===== src/rtl/vit_pkg.sv =====
// Shared helpers for the parametrised Viterbi decoder: trellis sizing,
// generator parity, initial path-metric value and the frame FSM encoding.
package vit_pkg;

  typedef enum logic {
    RUN   = 1'b0,
    DRAIN = 1'b1
  } fsm_t;

  // Number of trellis states for constraint length k.
  function automatic int num_states(input int k);
    return 1 << (k - 1);
  endfunction

  // Metric given to every non-zero state at start so decoding begins in state 0.
  function automatic int pm_init(input int pm_w);
    return 1 << (pm_w - 2);
  endfunction

  // XOR-reduction of a word, used on (generator & encoder register).
  function automatic int parity(input int v);
    int p;
    p = 0;
    for (int i = 0; i < 32; i++) begin
      p = p ^ ((v >> i) & 1);
    end
    return p;
  endfunction

  // Expected code pair {c0,c1} as a 2-bit index for a given encoder register value.
  function automatic int code_pair(input int enc, input int g0, input int g1);
    return (parity(enc & g0) << 1) | parity(enc & g1);
  endfunction

endpackage


===== src/rtl/viterbi_dec_param_if.sv =====
// Symbol-in / bit-out bundle of the Viterbi decoder.
// The master drives received symbols; the slave (decoder) returns decoded bits.
interface viterbi_dec_param_if #(
  parameter int SOFT_W = 1
) ();
  logic                  in_valid;
  logic                  in_ready;
  logic [2*SOFT_W-1:0]   rx;
  logic                  in_last;
  logic                  out_valid;
  logic                  out_bit;
  logic                  out_last;

  modport master (
    output in_valid, rx, in_last,
    input  in_ready, out_valid, out_bit, out_last
  );

  modport slave (
    input  in_valid, rx, in_last,
    output in_ready, out_valid, out_bit, out_last
  );
endinterface


===== src/rtl/vit_acs_unit.sv =====
// Add-compare-select for one trellis state: adds each predecessor metric to
// its branch metric with saturation, keeps the strictly smaller candidate
// (ties go to predecessor x=0) and reports which predecessor won.
module vit_acs_unit #(
  parameter int PM_W = 8,
  parameter int BM_W = 2
) (
  input  logic [PM_W-1:0] pm0_i,
  input  logic [PM_W-1:0] pm1_i,
  input  logic [BM_W-1:0] bm0_i,
  input  logic [BM_W-1:0] bm1_i,
  output logic [PM_W-1:0] pm_o,
  output logic            dec_o
);
  logic [PM_W:0]   sum0;
  logic [PM_W:0]   sum1;
  logic [PM_W-1:0] cand0;
  logic [PM_W-1:0] cand1;

  // Saturating add of both candidates, then compare and select.
  always_comb begin
    sum0  = {1'b0, pm0_i} + {{(PM_W + 1 - BM_W){1'b0}}, bm0_i};
    sum1  = {1'b0, pm1_i} + {{(PM_W + 1 - BM_W){1'b0}}, bm1_i};
    cand0 = sum0[PM_W] ? {PM_W{1'b1}} : sum0[PM_W-1:0];
    cand1 = sum1[PM_W] ? {PM_W{1'b1}} : sum1[PM_W-1:0];
    dec_o = (cand1 < cand0);
    pm_o  = dec_o ? cand1 : cand0;
  end
endmodule


===== src/rtl/viterbi_dec_param.sv =====
// Parametrised rate-1/2 Viterbi decoder with register-exchange survivors.
// One symbol per accepted beat; one decoded bit per beat once the survivor
// registers are full. Optional frame flush (zero-tail drain) is built when
// the macro VIT_FLUSH_EN is defined; otherwise the decoder streams only.
module viterbi_dec_param
  import vit_pkg::*;
#(
  parameter int K        = 3,
  parameter int G0       = 'o7,
  parameter int G1       = 'o5,
  parameter int SOFT_W   = 1,
  parameter int PM_W     = 8,
  parameter int TB_DEPTH = 15
) (
  input logic clk,
  input logic rst,
  viterbi_dec_param_if.slave bus
);
  localparam int NS    = num_states(K);
  localparam int SW    = K - 1;
  localparam int BM_W  = SOFT_W + 1;
  localparam int CNT_W = $clog2(TB_DEPTH + 1);
  localparam logic [PM_W-1:0]   PM_INIT  = PM_W'(pm_init(PM_W));
  localparam logic [SOFT_W-1:0] S_MAX    = {SOFT_W{1'b1}};
  localparam logic [CNT_W-1:0]  FILL_MAX = CNT_W'(TB_DEPTH);
  localparam logic [CNT_W-1:0]  FILL_LIM = CNT_W'(TB_DEPTH - 1);

  logic [SOFT_W-1:0]   smp0;
  logic [SOFT_W-1:0]   smp1;
  logic [BM_W-1:0]     bm_tab [4];
  logic [PM_W-1:0]     pm_q [NS];
  logic [PM_W-1:0]     pm_d [NS];
  logic [PM_W-1:0]     pm_acs [NS];
  logic [PM_W-1:0]     pm_min;
  logic                dec [NS];
  logic [TB_DEPTH-1:0] path_q [NS];
  logic [TB_DEPTH-1:0] path_d [NS];
  logic [TB_DEPTH-1:0] path_new [NS];
  logic [SW-1:0]       best;
  logic [CNT_W-1:0]    fill_q, fill_d, fill_inc;
  logic                out_valid_q, out_valid_d;
  logic                out_bit_q, out_bit_d;
  logic                in_ready;
  logic                beat;

`ifdef VIT_FLUSH_EN
  fsm_t                state_q, state_d;
  logic [TB_DEPTH-1:0] drain_buf_q, drain_buf_d;
  logic [CNT_W-1:0]    drain_cnt_q, drain_cnt_d;
  logic                out_last_q, out_last_d;

  assign in_ready     = (state_q == RUN);
  assign bus.out_last = out_last_q;
`else
  logic unused_last;

  assign unused_last  = bus.in_last;
  assign in_ready     = 1'b1;
  assign bus.out_last = 1'b0;
`endif

  assign smp0          = bus.rx[2*SOFT_W-1:SOFT_W];
  assign smp1          = bus.rx[SOFT_W-1:0];
  assign beat          = bus.in_valid & in_ready;
  assign bus.in_ready  = in_ready;
  assign bus.out_valid = out_valid_q;
  assign bus.out_bit   = out_bit_q;

  // Branch metric for each of the four expected code pairs {c0,c1};
  // hard decision is simply the SOFT_W=1 case of the distance sum.
  for (genvar gi = 0; gi < 4; gi++) begin : g_bm
    localparam logic EXP0 = ((gi >> 1) & 1) != 0;
    localparam logic EXP1 = (gi & 1) != 0;
    logic [SOFT_W-1:0] d0;
    logic [SOFT_W-1:0] d1;
    assign d0         = EXP0 ? (S_MAX - smp0) : smp0;
    assign d1         = EXP1 ? (S_MAX - smp1) : smp1;
    assign bm_tab[gi] = {1'b0, d0} + {1'b0, d1};
  end

  // One ACS per next state; predecessors are {ns[K-3:0],x} and the
  // encoder register for that branch is {ns,x}.
  for (genvar gi = 0; gi < NS; gi++) begin : g_acs
    localparam int   P0      = (gi << 1) & (NS - 1);
    localparam int   P1      = P0 | 1;
    localparam int   C0      = code_pair(gi << 1, G0, G1);
    localparam int   C1      = code_pair((gi << 1) | 1, G0, G1);
    localparam logic NEW_BIT = ((gi >> (K - 2)) & 1) != 0;

    vit_acs_unit #(
      .PM_W (PM_W),
      .BM_W (BM_W)
    ) u_acs (
      .pm0_i (pm_q[P0]),
      .pm1_i (pm_q[P1]),
      .bm0_i (bm_tab[C0]),
      .bm1_i (bm_tab[C1]),
      .pm_o  (pm_acs[gi]),
      .dec_o (dec[gi])
    );

    assign path_new[gi] = {dec[gi] ? path_q[P1][TB_DEPTH-2:0] : path_q[P0][TB_DEPTH-2:0],
                           NEW_BIT};
  end

  // Minimum new metric and the lowest-index state holding it.
  always_comb begin
    pm_min = pm_acs[0];
    best   = '0;
    for (int i = 1; i < NS; i++) begin
      if (pm_acs[i] < pm_min) begin
        pm_min = pm_acs[i];
        best   = SW'(i);
      end
    end
  end

  // Next-state logic: metric/survivor update per beat, output selection,
  // frame drain sequencing.
  always_comb begin
    for (int i = 0; i < NS; i++) begin
      pm_d[i]   = pm_q[i];
      path_d[i] = path_q[i];
    end
    fill_d      = fill_q;
    fill_inc    = (fill_q == FILL_MAX) ? fill_q : fill_q + 1'b1;
    out_valid_d = 1'b0;
    out_bit_d   = 1'b0;
`ifdef VIT_FLUSH_EN
    state_d     = state_q;
    drain_buf_d = drain_buf_q;
    drain_cnt_d = drain_cnt_q;
    out_last_d  = 1'b0;
`endif

    if (beat) begin
      for (int i = 0; i < NS; i++) begin
        pm_d[i]   = pm_acs[i] - pm_min;
        path_d[i] = path_new[i];
      end
      fill_d = fill_inc;
      if (fill_inc >= FILL_MAX) begin
        out_valid_d = 1'b1;
        out_bit_d   = path_new[best][TB_DEPTH-1];
      end
`ifdef VIT_FLUSH_EN
      if (bus.in_last) begin
        // Zero-tail frame: the state-0 survivor is the decoded frame. Align
        // the oldest not-yet-emitted bit to the MSB and restart the trellis.
        state_d     = DRAIN;
        drain_cnt_d = (fill_inc > FILL_LIM) ? FILL_LIM : fill_inc;
        drain_buf_d = path_new[0] << (FILL_MAX - drain_cnt_d);
        fill_d      = '0;
        for (int i = 0; i < NS; i++) begin
          pm_d[i]   = (i == 0) ? '0 : PM_INIT;
          path_d[i] = '0;
        end
      end
`endif
    end

`ifdef VIT_FLUSH_EN
    if (state_q == DRAIN) begin
      out_valid_d = 1'b1;
      out_bit_d   = drain_buf_q[TB_DEPTH-1];
      out_last_d  = (drain_cnt_q == CNT_W'(1));
      drain_buf_d = drain_buf_q << 1;
      drain_cnt_d = drain_cnt_q - 1'b1;
      if (drain_cnt_q == CNT_W'(1)) begin
        state_d = RUN;
      end
    end
`endif
  end

  // State registers with asynchronous clear.
  always_ff @(posedge clk or posedge rst) begin
    if (rst) begin
      for (int i = 0; i < NS; i++) begin
        pm_q[i]   <= (i == 0) ? '0 : PM_INIT;
        path_q[i] <= '0;
      end
      fill_q      <= '0;
      out_valid_q <= 1'b0;
      out_bit_q   <= 1'b0;
`ifdef VIT_FLUSH_EN
      state_q     <= RUN;
      drain_buf_q <= '0;
      drain_cnt_q <= '0;
      out_last_q  <= 1'b0;
`endif
    end else begin
      for (int i = 0; i < NS; i++) begin
        pm_q[i]   <= pm_d[i];
        path_q[i] <= path_d[i];
      end
      fill_q      <= fill_d;
      out_valid_q <= out_valid_d;
      out_bit_q   <= out_bit_d;
`ifdef VIT_FLUSH_EN
      state_q     <= state_d;
      drain_buf_q <= drain_buf_d;
      drain_cnt_q <= drain_cnt_d;
      out_last_q  <= out_last_d;
`endif
    end
  end

endmodule

===== src/flat_wrapper.sv =====
// flat-port wrapper written by rule: the top's interface ports become plain ports
module viterbi_dec_param_flat import vit_pkg::*;
#(
  parameter int K        = 3,
  parameter int G0       = 'o7,
  parameter int G1       = 'o5,
  parameter int SOFT_W   = 1,
  parameter int PM_W     = 8,
  parameter int TB_DEPTH = 15
)
  (clk, rst, bus_in_valid, bus_rx, bus_in_last, bus_in_ready, bus_out_valid, bus_out_bit, bus_out_last);
  viterbi_dec_param_if #(.SOFT_W(SOFT_W)) bus_i ();
  input logic clk;
  input logic rst;
  input wire logic [$bits(bus_i.in_valid)-1:0] bus_in_valid;
  input wire logic [$bits(bus_i.rx)-1:0] bus_rx;
  input wire logic [$bits(bus_i.in_last)-1:0] bus_in_last;
  output wire logic [$bits(bus_i.in_ready)-1:0] bus_in_ready;
  output wire logic [$bits(bus_i.out_valid)-1:0] bus_out_valid;
  output wire logic [$bits(bus_i.out_bit)-1:0] bus_out_bit;
  output wire logic [$bits(bus_i.out_last)-1:0] bus_out_last;
  assign bus_i.in_valid = bus_in_valid;
  assign bus_i.rx = bus_rx;
  assign bus_i.in_last = bus_in_last;
  assign bus_in_ready = bus_i.in_ready;
  assign bus_out_valid = bus_i.out_valid;
  assign bus_out_bit = bus_i.out_bit;
  assign bus_out_last = bus_i.out_last;
  viterbi_dec_param #(.K(K), .G0(G0), .G1(G1), .SOFT_W(SOFT_W), .PM_W(PM_W), .TB_DEPTH(TB_DEPTH)) u_core (.clk(clk), .rst(rst), .bus(bus_i));
endmodule

===== config.mk =====
export PLATFORM = sky130hd
export DESIGN_NAME = viterbi_dec_param_flat
export DESIGN_NICKNAME = d
export VERILOG_FILES = /design/src/rtl/vit_pkg.sv /design/src/rtl/viterbi_dec_param_if.sv /design/src/rtl/vit_acs_unit.sv /design/src/rtl/viterbi_dec_param.sv /design/src/flat_wrapper.sv
export SDC_FILE = /design/constraint.sdc
export NUM_CORES = 1
export LEC_CHECK = 0
export ABC_AREA = 1
export CAP_MARGIN = 20
export CORE_UTILIZATION = 65
export DETAILED_ROUTE_END_ITERATION = 12
export GPL_TIMING_DRIVEN = 0
export PLACE_DENSITY = 0.82
export SLEW_MARGIN = 10
export SYNTH_ARGS = -nofsm -noshare
export SYNTH_HDL_FRONTEND = slang
export SYNTH_SLANG_ARGS = --single-unit
export TNS_END_PERCENT = 50

===== constraint.sdc =====
create_clock -name clk -period 12.3 [get_ports clk]
set_input_delay 2.46 -clock clk [delete_from_list [all_inputs] [get_ports clk]]
set_output_delay 2.46 -clock clk [all_outputs]
set_load 0.02 [all_outputs]

### Yosys cells after proc, flatten, opt, wreduce, memory -nomap -nowiden

Index checks and enable logic that the tools add are counted.

* muxes and demuxes: 30
* add/subtract/negate cells: 19
* bitwise operators: 1
* magnitude comparators: 9
* equality and inequality tests: 1

Operators by type and width (number)
* 8-bit two-way mux: 15
* 8-bit by 2-bit adder with 9-bit output: 8
* 8-bit < comparator: 7
* 14-bit two-way mux: 4
* 8-bit subtractor: 4
* 15-bit binary-select mux with 2-bit select: 1
* 15-bit two-way mux: 2
* 1-bit by 1-bit adder with 2-bit output: 4
* 1-bit two-way mux: 5
* 4-bit by 1-bit adder with 4-bit output (second input constant): 1
* 4-bit equality test (second input constant): 1
* 4-bit >= comparator (second input constant): 1
* 2-bit two-way mux: 2
* 4-bit two-way mux: 1
* 3-bit >= comparator (second input constant): 1
* 2-bit inverter with 3-bit output: 1
* 1-bit subtractor (first input constant): 2

* output and inout bits: 4
* input bits: 6
* word-level logic and storage cells: 71
* flip-flop bits (word level): 92

### Longest topological paths before layout

Gate-level depths: netlist of run 1.

* depth in word-level cells: 18
* depth in mapped cells: 62
* depth with buffers taken out: 60

### Modules after synthesis

Synthesis of run 1 repeated with hierarchy kept, for this count alone.

* cell total of the unflattened synthesis: 1491
* area total of the unflattened synthesis: 9591.7 sq um

By module, submodules not included
* viterbi_dec_param: seq. area each 2230.9 sq um, area an instance 6343.6 sq um, cells an instance 915, times used 1
* vit_acs_unit: seq. area each 0.0 sq um, area an instance 812.0 sq um, cells an instance 144, times used 4

### Worst setup path before layout of run 1

No wires, ideal clock.

* kind: input to register
* start point: in bus_rx[0]
* end point: reg u_core.pm_q[4] in the netlist's numbering
* buffers on the path: 4
* data arrival time: 10975 ps
* stages on the path: 51
* path slack: 1249 ps
* setup time: 76 ps
* path through: inv_1 -> ha_1 -> inv_1 -> ha_1 -> ha_1 -> inv_1 -> nand2_2 -> nand2_2 -> nor2_4 -> a21oi_1 -> o21ai_0 -> ha_1 -> a21oi_1 -> nor2_1 -> a211oi_1 -> nand2_4 -> inv_1 -> clkbuf_1 -> [... 15 more ...] -> nand2_1 -> o21ai_0 -> inv_1 -> ha_1 -> a21oi_1 -> nor2_1 -> a211oi_2 -> nand2_4 -> buf_4 -> o21ai_0 -> ha_1 -> inv_1 -> ha_1 -> or2_1 -> nand2_1 -> a21oi_1 -> nand3b_1 -> o21ai_1

* cells in the longest elaborated chain, start to end: 13
* elaborated cells between the ends (all ways): 36
* classes of those cells: add/sub: 14; order compare: 7; mux: 15

Ends and longest elaborated chain
* start, declared: RTL line flat_wrapper.sv:16 `input wire logic [$bits(bus_i.rx)-1:0] bus_rx;`
* 1-bit subtractor
* 1-bit by 1-bit adder with 2-bit output: RTL line viterbi_dec_param.sv:78 `assign bm_tab[gi] = {1'b0, d0} + {1'b0, d1};`
* 8-bit by 2-bit adder with 9-bit output: RTL line vit_acs_unit.sv:23 `sum1 = {1'b0, pm1_i} + {{(PM_W + 1 - BM_W){1'b0}}, bm1_i};`
* 8-bit two-way mux: RTL line vit_acs_unit.sv:25 `cand1 = sum1[PM_W] ? {PM_W{1'b1}} : sum1[PM_W-1:0];`
* 8-bit < comparator: RTL line vit_acs_unit.sv:26 `dec_o = (cand1 < cand0);`
* 8-bit two-way mux: RTL line vit_acs_unit.sv:27 `pm_o = dec_o ? cand1 : cand0;`
* 8-bit < comparator: RTL line viterbi_dec_param.sv:111 `if (pm_acs[i] < pm_min) begin`
* 8-bit two-way mux: RTL line viterbi_dec_param.sv:111
* 8-bit < comparator: RTL line viterbi_dec_param.sv:111
* 8-bit two-way mux: RTL line viterbi_dec_param.sv:111
* 8-bit < comparator: RTL line viterbi_dec_param.sv:111
* 8-bit two-way mux: RTL line viterbi_dec_param.sv:111
* 8-bit subtractor (*): RTL line viterbi_dec_param.sv:138 `pm_d[i] = pm_acs[i] - pm_min;`
* end signal, assigned by index: RTL line viterbi_dec_param.sv:180 `pm_q[i] <= (i == 0) ? '0 : PM_INIT;`
* end signal, assigned by index: RTL line viterbi_dec_param.sv:194 `pm_q[i] <= pm_d[i];`
* end, declared: RTL line viterbi_dec_param.sv:31 `logic [PM_W-1:0] pm_q [NS];`

Every way passes the cells marked *; elsewhere a longest branch is shown, timed or not.
A chain may end at the register's enable or synchronous reset.

### Worst setup path in the final report of run 1

* start point: in bus_rx[1]
* end point: reg u_core.pm_q[6] in the netlist's numbering

* cells in the longest elaborated chain, start to end: 13
* elaborated cells between the ends (all ways): 36
* classes of those cells: add/sub: 14; order compare: 7; mux: 15

Ends and longest elaborated chain (RTL line)
* 1-bit subtractor
* 1-bit by 1-bit adder with 2-bit output: viterbi_dec_param.sv:78
* 8-bit by 2-bit adder with 9-bit output (on tied branches): vit_acs_unit.sv:22, vit_acs_unit.sv:23
* 8-bit two-way mux (on tied branches): vit_acs_unit.sv:24, vit_acs_unit.sv:25
* 8-bit < comparator: vit_acs_unit.sv:26
* 8-bit two-way mux: vit_acs_unit.sv:27
* 8-bit < comparator: viterbi_dec_param.sv:111
* 8-bit two-way mux: viterbi_dec_param.sv:111
* 8-bit < comparator: viterbi_dec_param.sv:111
* 8-bit two-way mux: viterbi_dec_param.sv:111
* 8-bit < comparator: viterbi_dec_param.sv:111
* 8-bit two-way mux: viterbi_dec_param.sv:111
* 8-bit subtractor (*): viterbi_dec_param.sv:138

Marked as above.

==> results.sh, run 1 <==
export IMPL_run_status="completed"
export IMPL_worst_setup_path_endpoint="u_core.pm_q[6]$_DFFE_PP1P_"
export IMPL_cap_viol_max_count=0
export IMPL_first_global_vias=8367
export IMPL_sinks_on_the_clock_net=89
export IMPL_layoutNonFillerInstCount=1584
export IMPL_n_fill_cell=1148
export IMPL_grt_antenna_before_repair=0
export IMPL_initial_core_utilization_pct=67.1
export IMPL_placedCellCount=1564
export IMPL_crit_start="bus_rx[1]"
export IMPL_drt_pre_antenna_iters=5
export IMPL_timing_max_slew_rel_slack_pct=43.5
export IMPL_floorplan_die_width_um=119
export IMPL_synth_warning_count=0
export IMPL_netlist_top_cell_by_area="dfrtp_1"
export IMPL_clockBufferDepth=2
export IMPL_hold_viol=0
export IMPL_cpMostUsedCell="ha_1"
export IMPL_cp_required_ns=12.58
export IMPL_critical_path_peak_fanout=10
export IMPL_clk_pin_slew_worst_paths_ns=0.07
export IMPL_place_area_mm2=0.00927
export IMPL_register_area_share_after_synthesis_pct=24.9
export IMPL_design_area_mm2=0.00971
export IMPL_startpoint_type="input port"
export IMPL_global_route_usage_total_pct=36.5
export IMPL_postSynthRegisterBits=89
export IMPL_clock_tree_htree_level_count=3
export IMPL_tightest_slew_ns=0.848
export IMPL_synth_top_cells_by_area="dfrtp_1, nand2_1, ha_1, o21ai_0, inv_1"
export IMPL_ctsRootBufferMaster="clkbuf_16"
export IMPL_tritoncts_clock_tree="built"
export IMPL_finalMaxSlewViolations=0
export IMPL_post_synth_top_area_share_pct=24.0
export IMPL_cp_data_arrival_time_ns=12.03
export IMPL_worst_r2r_startpoint="u_core.pm_q[25]$_DFFE_PP0P_"
export IMPL_finalWirelength_mm=25.4
export IMPL_drt_initial_drc_count=787
export IMPL_reg2reg_to="u_core.pm_q[6]$_DFFE_PP1P_"
export IMPL_post_route_period_util_pct=95.5
export IMPL_synthCells=1381
export IMPL_ant_nets=0
export IMPL_synth_fp_nets=1464
export IMPL_grt_pass1_wl_mm=40.5
export IMPL_pin_count_of_the_biggest_net_entering_global_routing=64
export IMPL_nNetsFinal=1487
export IMPL_fin_skew_ns=0.00561
export IMPL_remaining_routing_drc_violations=0
export IMPL_port_buffer_count=6
export IMPL_synthToLayoutAreaGrowth_pct=8.45
export IMPL_ys_dominant_reg_cell="dfrtp_1"
export IMPL_post_synth_num_cell_types=50
export IMPL_reg2reg_slack_ns=3.37
export IMPL_max_clock_freq_ghz=0.0852
export IMPL_setup_violations=0
export IMPL_worst_skew_late_latency_ns=0.36
export IMPL_grt_overflow_total=0
export IMPL_diodes=0
export IMPL_avgViaCountPerCell=5.76
export IMPL_post_synth_instance_area_mm2=0.00895
export IMPL_synth_async_sr_flop_share_pct=100
export IMPL_drive_gt1_share_pct=10.9
export IMPL_placeableCoreArea_mm2=0.0133
export IMPL_hpwl_after_detailed_placement_mm=20.0
export IMPL_cts_buf_count=9
export IMPL_worst_setup_path_end_kind="register"
export IMPL_critPathKind="in -> reg"
export IMPL_edff_count_synth=0
export IMPL_reg2reg_path_depth=51
export IMPL_worst_path_max_delay_cell="clkdlybuf4s50_1"
export IMPL_die_area_mm2=0.0143
export IMPL_finalCriticalPeriod_ns=11.74
export IMPL_drt_wirelength_per_cell_um=16.0
export IMPL_slowest_delay_ns=0.58
export IMPL_die_y_um=119
export IMPL_kind_of_path_behind_the_tightest_hold_check="reg -> reg"
export IMPL_io_pin_count=10
export IMPL_postSynthAreaPerCell_um2=6.48
export IMPL_fp_rows=42
export IMPL_setup_repair_after_global_routing_missed_its_margin="false"
export IMPL_gpl_final_weighted_congestion=0.954
export IMPL_vias=9128
## through the flow
stage               util, %  hold slack [ns]  setup TNS [ns]  worst slack [ns]
finish                 72.8            0.473               0             0.556
detailed placement     69.4            0.461          -45.89             -1.78
CTS                    72.0            0.478               0             0.170
global placement       69.2            0.452          -40.73             -1.58
global route           72.8            0.504               0           0.00522
floorplan                 -            0.437               0              1.25
## Yosys cell counts, types with 8 or more instances
cell type  count
a21oi_1       60
buf_4          8
clkbuf_1      21
dfrtp_1       86
ha_1          77
inv_1        177
inv_2         10
nand2_1      365
nand2_2       40
nand2_4       12
nand3_1      106
nand3_2        9
nand4_1        8
nor2_1        97
nor2_2         8
nor3_1         8
o21ai_0      174
o21ai_1       11
xnor2_1        9
xor2_1        16
## cell type report
type	instances	area, µm²	area share, %
Buffer	39	229	2.36
Clock buffer	10	239	2.46
Clock inverter	5	63.8	0.657
Inverter	191	724	7.46
Multi-Input combinational cell	1062	5880	60.5
Sequential cell	89	2230	23.0
Tap cell	176	220	2.27
Timing Repair Buffer	12	125	1.29
## metal layers
metal | vias to the layer above | global-route usage (%) | part of all wire [%]
met2 | 388 | 59.9 | 46
met4 | 0 | 14.3 | 2.9
li1 | 4514 | - | -
met3 | 50 | 5.80 | 7.9
met5 | - | 0 | 0
met1 | 4176 | 48.2 | 43
## state kept, by name (all words and copies together), names as in the netlist
name                  cells
u_core.path_q            51
u_core.fill_q             4
u_core.pm_q              32
u_core.bus.out_valid      1
u_core.bus.out_bit        1
## how the worst min path moves through the flow
stage | from | end | slack [ns] | depth (start not counted)
6_report | u_core.path_q[0]$_DFFE_PP0P_ | u_core.path_q[0]$_DFFE_PP0P_ | 0.47 | 1
5_1_grt | u_core.path_q[0]$_DFFE_PP0P_ | u_core.path_q[0]$_DFFE_PP0P_ | 0.50 | 1
4_1_cts | u_core.path_q[0]$_DFFE_PP0P_ | u_core.path_q[0]$_DFFE_PP0P_ | 0.48 | 1
3_5_place_dp | u_core.path_q[0]$_DFFE_PP0P_ | u_core.path_q[0]$_DFFE_PP0P_ | 0.46 | 1
3_3_place_gp | u_core.path_q[0]$_DFFE_PP0P_ | u_core.path_q[0]$_DFFE_PP0P_ | 0.45 | 1
2_1_floorplan | u_core.path_q[0]$_DFFE_PP0P_ | u_core.path_q[0]$_DFFE_PP0P_ | 0.44 | 1
## critical path: cells and delay by family
kind | cells | cell delay, ns
AO/OA/AOI/OAI | 12 | 2.64
AND/OR/NAND/NOR | 19 | 2.35
adder cells (fa/ha/maj) | 9 | 2.37
buffers and inverters | 13 | 2.18
## layout by cell type (no fill, tap or decap), types with 4 or more instances in the layout
master	count
o21bai_1	6
a31oi_1	5
xor2_1	16
inv_2	10
nor2_4	4
nand2_2	40
a21oi_1	60
clkbuf_1	20
o22ai_1	4
nand3b_1	6
nor2_1	95
o21ai_0	162
nor2_2	9
a211oi_4	4
nand3_1	106
inv_1	175
dfrtp_1	86
buf_4	13
clkdlybuf4s50_1	6
o21ai_2	7
nor3_1	7
xnor2_1	9
nand2_1	365
ha_1	77
o21a_1	6
nand2_4	12
or2_2	5
clkbuf_16	9
nand4_1	8
o21ai_1	16
buf_2	5
nand3_2	9
## cells by family (layout without fill, tap and decap cells)
kind of cell	Yosys count	in the layout	share of synthesized area [%]
compound gates	285	285	17.2
flops	89	89	24.9
fa+ha+maj	77	77	10.8
buf+inv	230	257	10.5
other cells	2	2	0.0839
xor+xnor	25	25	2.45
simple gates	673	673	34.1
## repair_timing
| action | CTS | global route |
|---|---|---|
| resized for setup | 10 | 27 |
| hold buffers | 0 | 0 |
| setup endpoints to repair | 33 | 31 |
| buffers inserted | 1 | 4 |
| pin swaps | 1 | 3 |
| cloned | 0 | 0 |
Power of run 1 is not shown: default switching activity piles up to over one toggle a cycle in this logic, so the estimate is an artifact.
==> run 2: changes to the inputs <==
- SYNTH_HIERARCHICAL: unset -> 1
==> run 2 against run 1 <==
Sequential share of layout area fell by 1.2 points. Count of clock-buffer cells in the layout is 1 lower. Cell count rose by 7.3%. Largest cell class unchanged.
==> results.sh, run 2 <==
export IMPL_run_status="completed"
export IMPL_finish_utilization_pct=70.9
export IMPL_timing_max_slew_rel_slack_pct=48.2
export IMPL_die_area_mm2=0.0152
export IMPL_avgViaCountPerCell=5.60
export IMPL_synthToLayoutAreaGrowth_pct=7.02
export IMPL_finalCriticalPeriod_ns=11.56
export IMPL_finalMaxSlewViolations=0
export IMPL_first_global_vias=8638
export IMPL_register_area_share_after_synthesis_pct=23.3
export IMPL_die_y_um=123
export IMPL_synth_top_cells_by_area="dfrtp_1, nand2_1, ha_1, inv_1, nand3_1"
export IMPL_top_register="u_core/path_q"
export IMPL_pin_count_of_the_biggest_net_entering_global_routing=61
export IMPL_placeableCoreArea_mm2=0.0145
export IMPL_slowest_delay_ns=0.50
export IMPL_synth_warning_count=6
export IMPL_vias=9523
export IMPL_grt_pass1_wl_mm=41.6
export IMPL_fp_rows=44
export IMPL_post_synth_num_cell_types=46
export IMPL_setup_violations=0
export IMPL_synthCells=1491
export IMPL_post_synth_top_area_share_pct=22.4
export IMPL_reg2reg_slack_ns=3.58
export IMPL_worst_path_max_delay_cell="clkdlybuf4s50_1"
export IMPL_setup_repair_after_global_routing_missed_its_margin="false"
export IMPL_hpwl_after_detailed_placement_mm=20.4
export IMPL_io_pin_count=10
export IMPL_grt_overflow_total=0
export IMPL_postSynthAreaPerCell_um2=6.43
export IMPL_kind_of_path_behind_the_tightest_hold_check="reg -> reg"
export IMPL_most_frequent_standard_cell_in_the_layout_excluding_fill_and_tap_cells="nand2_1"
export IMPL_synth_async_sr_flop_share_pct=100
export IMPL_worst_setup_path_end_kind="register"
export IMPL_tightest_slew_ns=0.778
export IMPL_cp_required_ns=12.55
export IMPL_clock_tree_htree_level_count=3
export IMPL_synth_most_common_cell="nand2_1"
export IMPL_clk_pin_slew_worst_paths_ns=0.08
export IMPL_hold_path_cell_count=1
export IMPL_worst_skew_late_latency_ns=0.36
export IMPL_layout_cells_most_common_list="nand2_1, inv_1, nor2_1"
export IMPL_multi_input_area_mm2=0.00632
export IMPL_post_route_period_util_pct=94.0
export IMPL_port_buffer_count=6
export IMPL_initial_core_utilization_pct=66.2
export IMPL_synth_fp_nets=1583
export IMPL_tritoncts_clock_tree="built"
export IMPL_startpoint_type="input port"
export IMPL_max_clock_freq_ghz=0.0865
export IMPL_ant_nets=0
export IMPL_postSynthRegisterBits=89
export IMPL_edff_count_synth=0
export IMPL_number_of_flip_flops_in_the_largest_register=51
export IMPL_ctsRootBufferMaster="clkbuf_16"
export IMPL_grt_antenna_before_repair=0
export IMPL_cap_viol_max_count=0
export IMPL_cp_data_arrival_time_ns=11.81
export IMPL_floorplan_die_width_um=123
export IMPL_drt_initial_drc_count=769
export IMPL_final_seq_area_mm2=0.00223
export IMPL_gpl_final_weighted_congestion=0.988
export IMPL_hold_viol=0
export IMPL_finalWirelength_mm=25.8
export IMPL_fin_hold_ws_ns=0.490
export IMPL_drt_wirelength_per_cell_um=15.2
export IMPL_sinks_on_the_clock_net=89
export IMPL_diodes=0
export IMPL_ys_top_cells_by_count="nand2_1, inv_1, nor2_1"
export IMPL_drt_pre_antenna_iters=8
export IMPL_post_synth_instance_area_mm2=0.00959
export IMPL_critPathKind="in -> reg"
export IMPL_clockBufferDepth=2
export IMPL_ys_dominant_reg_cell="dfrtp_1"
export IMPL_drive_gt1_share_pct=11.8
export IMPL_reg_largest_list="u_core/path_q: 51 flops, u_core/pm_q: 32 flops, u_core/fill_q: 4 flops"
export IMPL_cts_buf_count=9
export IMPL_netlist_top_cell_by_area="dfrtp_1"
export IMPL_global_route_usage_total_pct=35.7
export IMPL_n_fill_cell=1267
export IMPL_nNetsFinal=1603
export IMPL_critical_path_peak_fanout=10
export IMPL_fin_skew_ns=0.0210
export IMPL_reg2reg_path_depth=46
export IMPL_remaining_routing_drc_violations=0
[run 2: cell count changes after synthesis, sizes merged, moves of 7 or more]
| cell | previous run | this run |
|---|---|---|
| o21ai | 187 | 111 |
| inv | 187 | 240 |
| nand2 | 418 | 466 |
| nor2 | 108 | 155 |
| nand3 | 116 | 146 |
| a21oi | 63 | 89 |
| fa | 0 | 8 |
| xor2 | 16 | 8 |
| buf | 18 | 11 |
[run 2: cell families (layout without fill, tap and decap cells)]
family | Yosys count | after routing | synth area share [%]
compound gates | 233 | 233 | 13.9
xor+xnor | 11 | 11 | 1.00
fa+ha+maj | 86 | 86 | 11.8
buf+inv | 272 | 297 | 11.1
flops | 89 | 89 | 23.3
other cells | 2 | 2 | 0.0783
simple gates | 798 | 798 | 38.8
[run 2: path summary, 6_finish.rpt]
kind,from,endpoint
hold / removal,u_core/path_q[0]$_DFFE_PP0P_,u_core/path_q[0]$_DFFE_PP0P_
hold reg to reg,u_core/path_q[0]$_DFFE_PP0P_,u_core/path_q[0]$_DFFE_PP0P_
max in group asynchronous,rst,u_core/pm_q[6]$_DFFE_PP1P_
min in group asynchronous,rst,u_core/pm_q[9]$_DFFE_PP0P_
setup / recovery,bus_rx[0],u_core/pm_q[23]$_DFFE_PP0P_
setup reg to reg,u_core/pm_q[24]$_DFFE_PP0P_,u_core/pm_q[23]$_DFFE_PP0P_
[run 2: what timing repair did]
action,CTS,global route
endpoints found under the setup margin,9,28
hold buffers,0,0
gates resized for setup,2,4
pin swaps,0,1
setup buffers,0,2
[run 2: per-stage QoR]
step	instances	setup slack, ns	TNS (ns)	instance area, µm²
finish	1700	0.743	0	10300
global route	1700	0.0846	0	10300
CTS	1698	0.211	0	10200
detailed placement	1682	-0.738	-7.77	9910
global placement	1681	-0.710	-6.63	9880
floorplan	1491	1.87	0	9590
[run 2: area by class of cell]
| cell class | count | share of cell area (%) |
|---|---|---|
| buffer | 32 | 1.61 |
| clock buffer | 9 | 2.19 |
| clock inverter | 7 | 0.744 |
| inverter | 240 | 8.80 |
| multi-input combinational | 1130 | 61.6 |
| sequential | 89 | 21.7 |
| tap | 184 | 2.24 |
| timing repair buffer | 9 | 1.12 |
[run 2: critical path: cells and delay by family]
kind | cells | cell delay (ns)
compound gates | 11 | 2.80
fa+ha+maj | 8 | 2.70
buf+inv | 12 | 1.92
simple gates | 19 | 1.89
[run 2: layer usage]
| layer | wire length [µm] | global-route usage, % | share of wire (%) | vias up |
|---|---|---|---|---|
| met5 | 0 | 0 | 0 | - |
| met4 | 1110 | 17.2 | 4.3 | 0 |
| met3 | 1600 | 5.30 | 6.2 | 65 |
| met2 | 12100 | 60.8 | 47 | 314 |
| met1 | 10900 | 44.2 | 42 | 4347 |
| li1 | - | - | - | 4797 |
Power of run 2 is left out for the same reason.
==> run 3: changes to the inputs <==
- SYNTH_HIERARCHICAL: 1 -> unset
==> results of run 3 <==
Final layout, timing and power as in run 1 (identical DEF).
Power of run 3 is left out for the same reason.
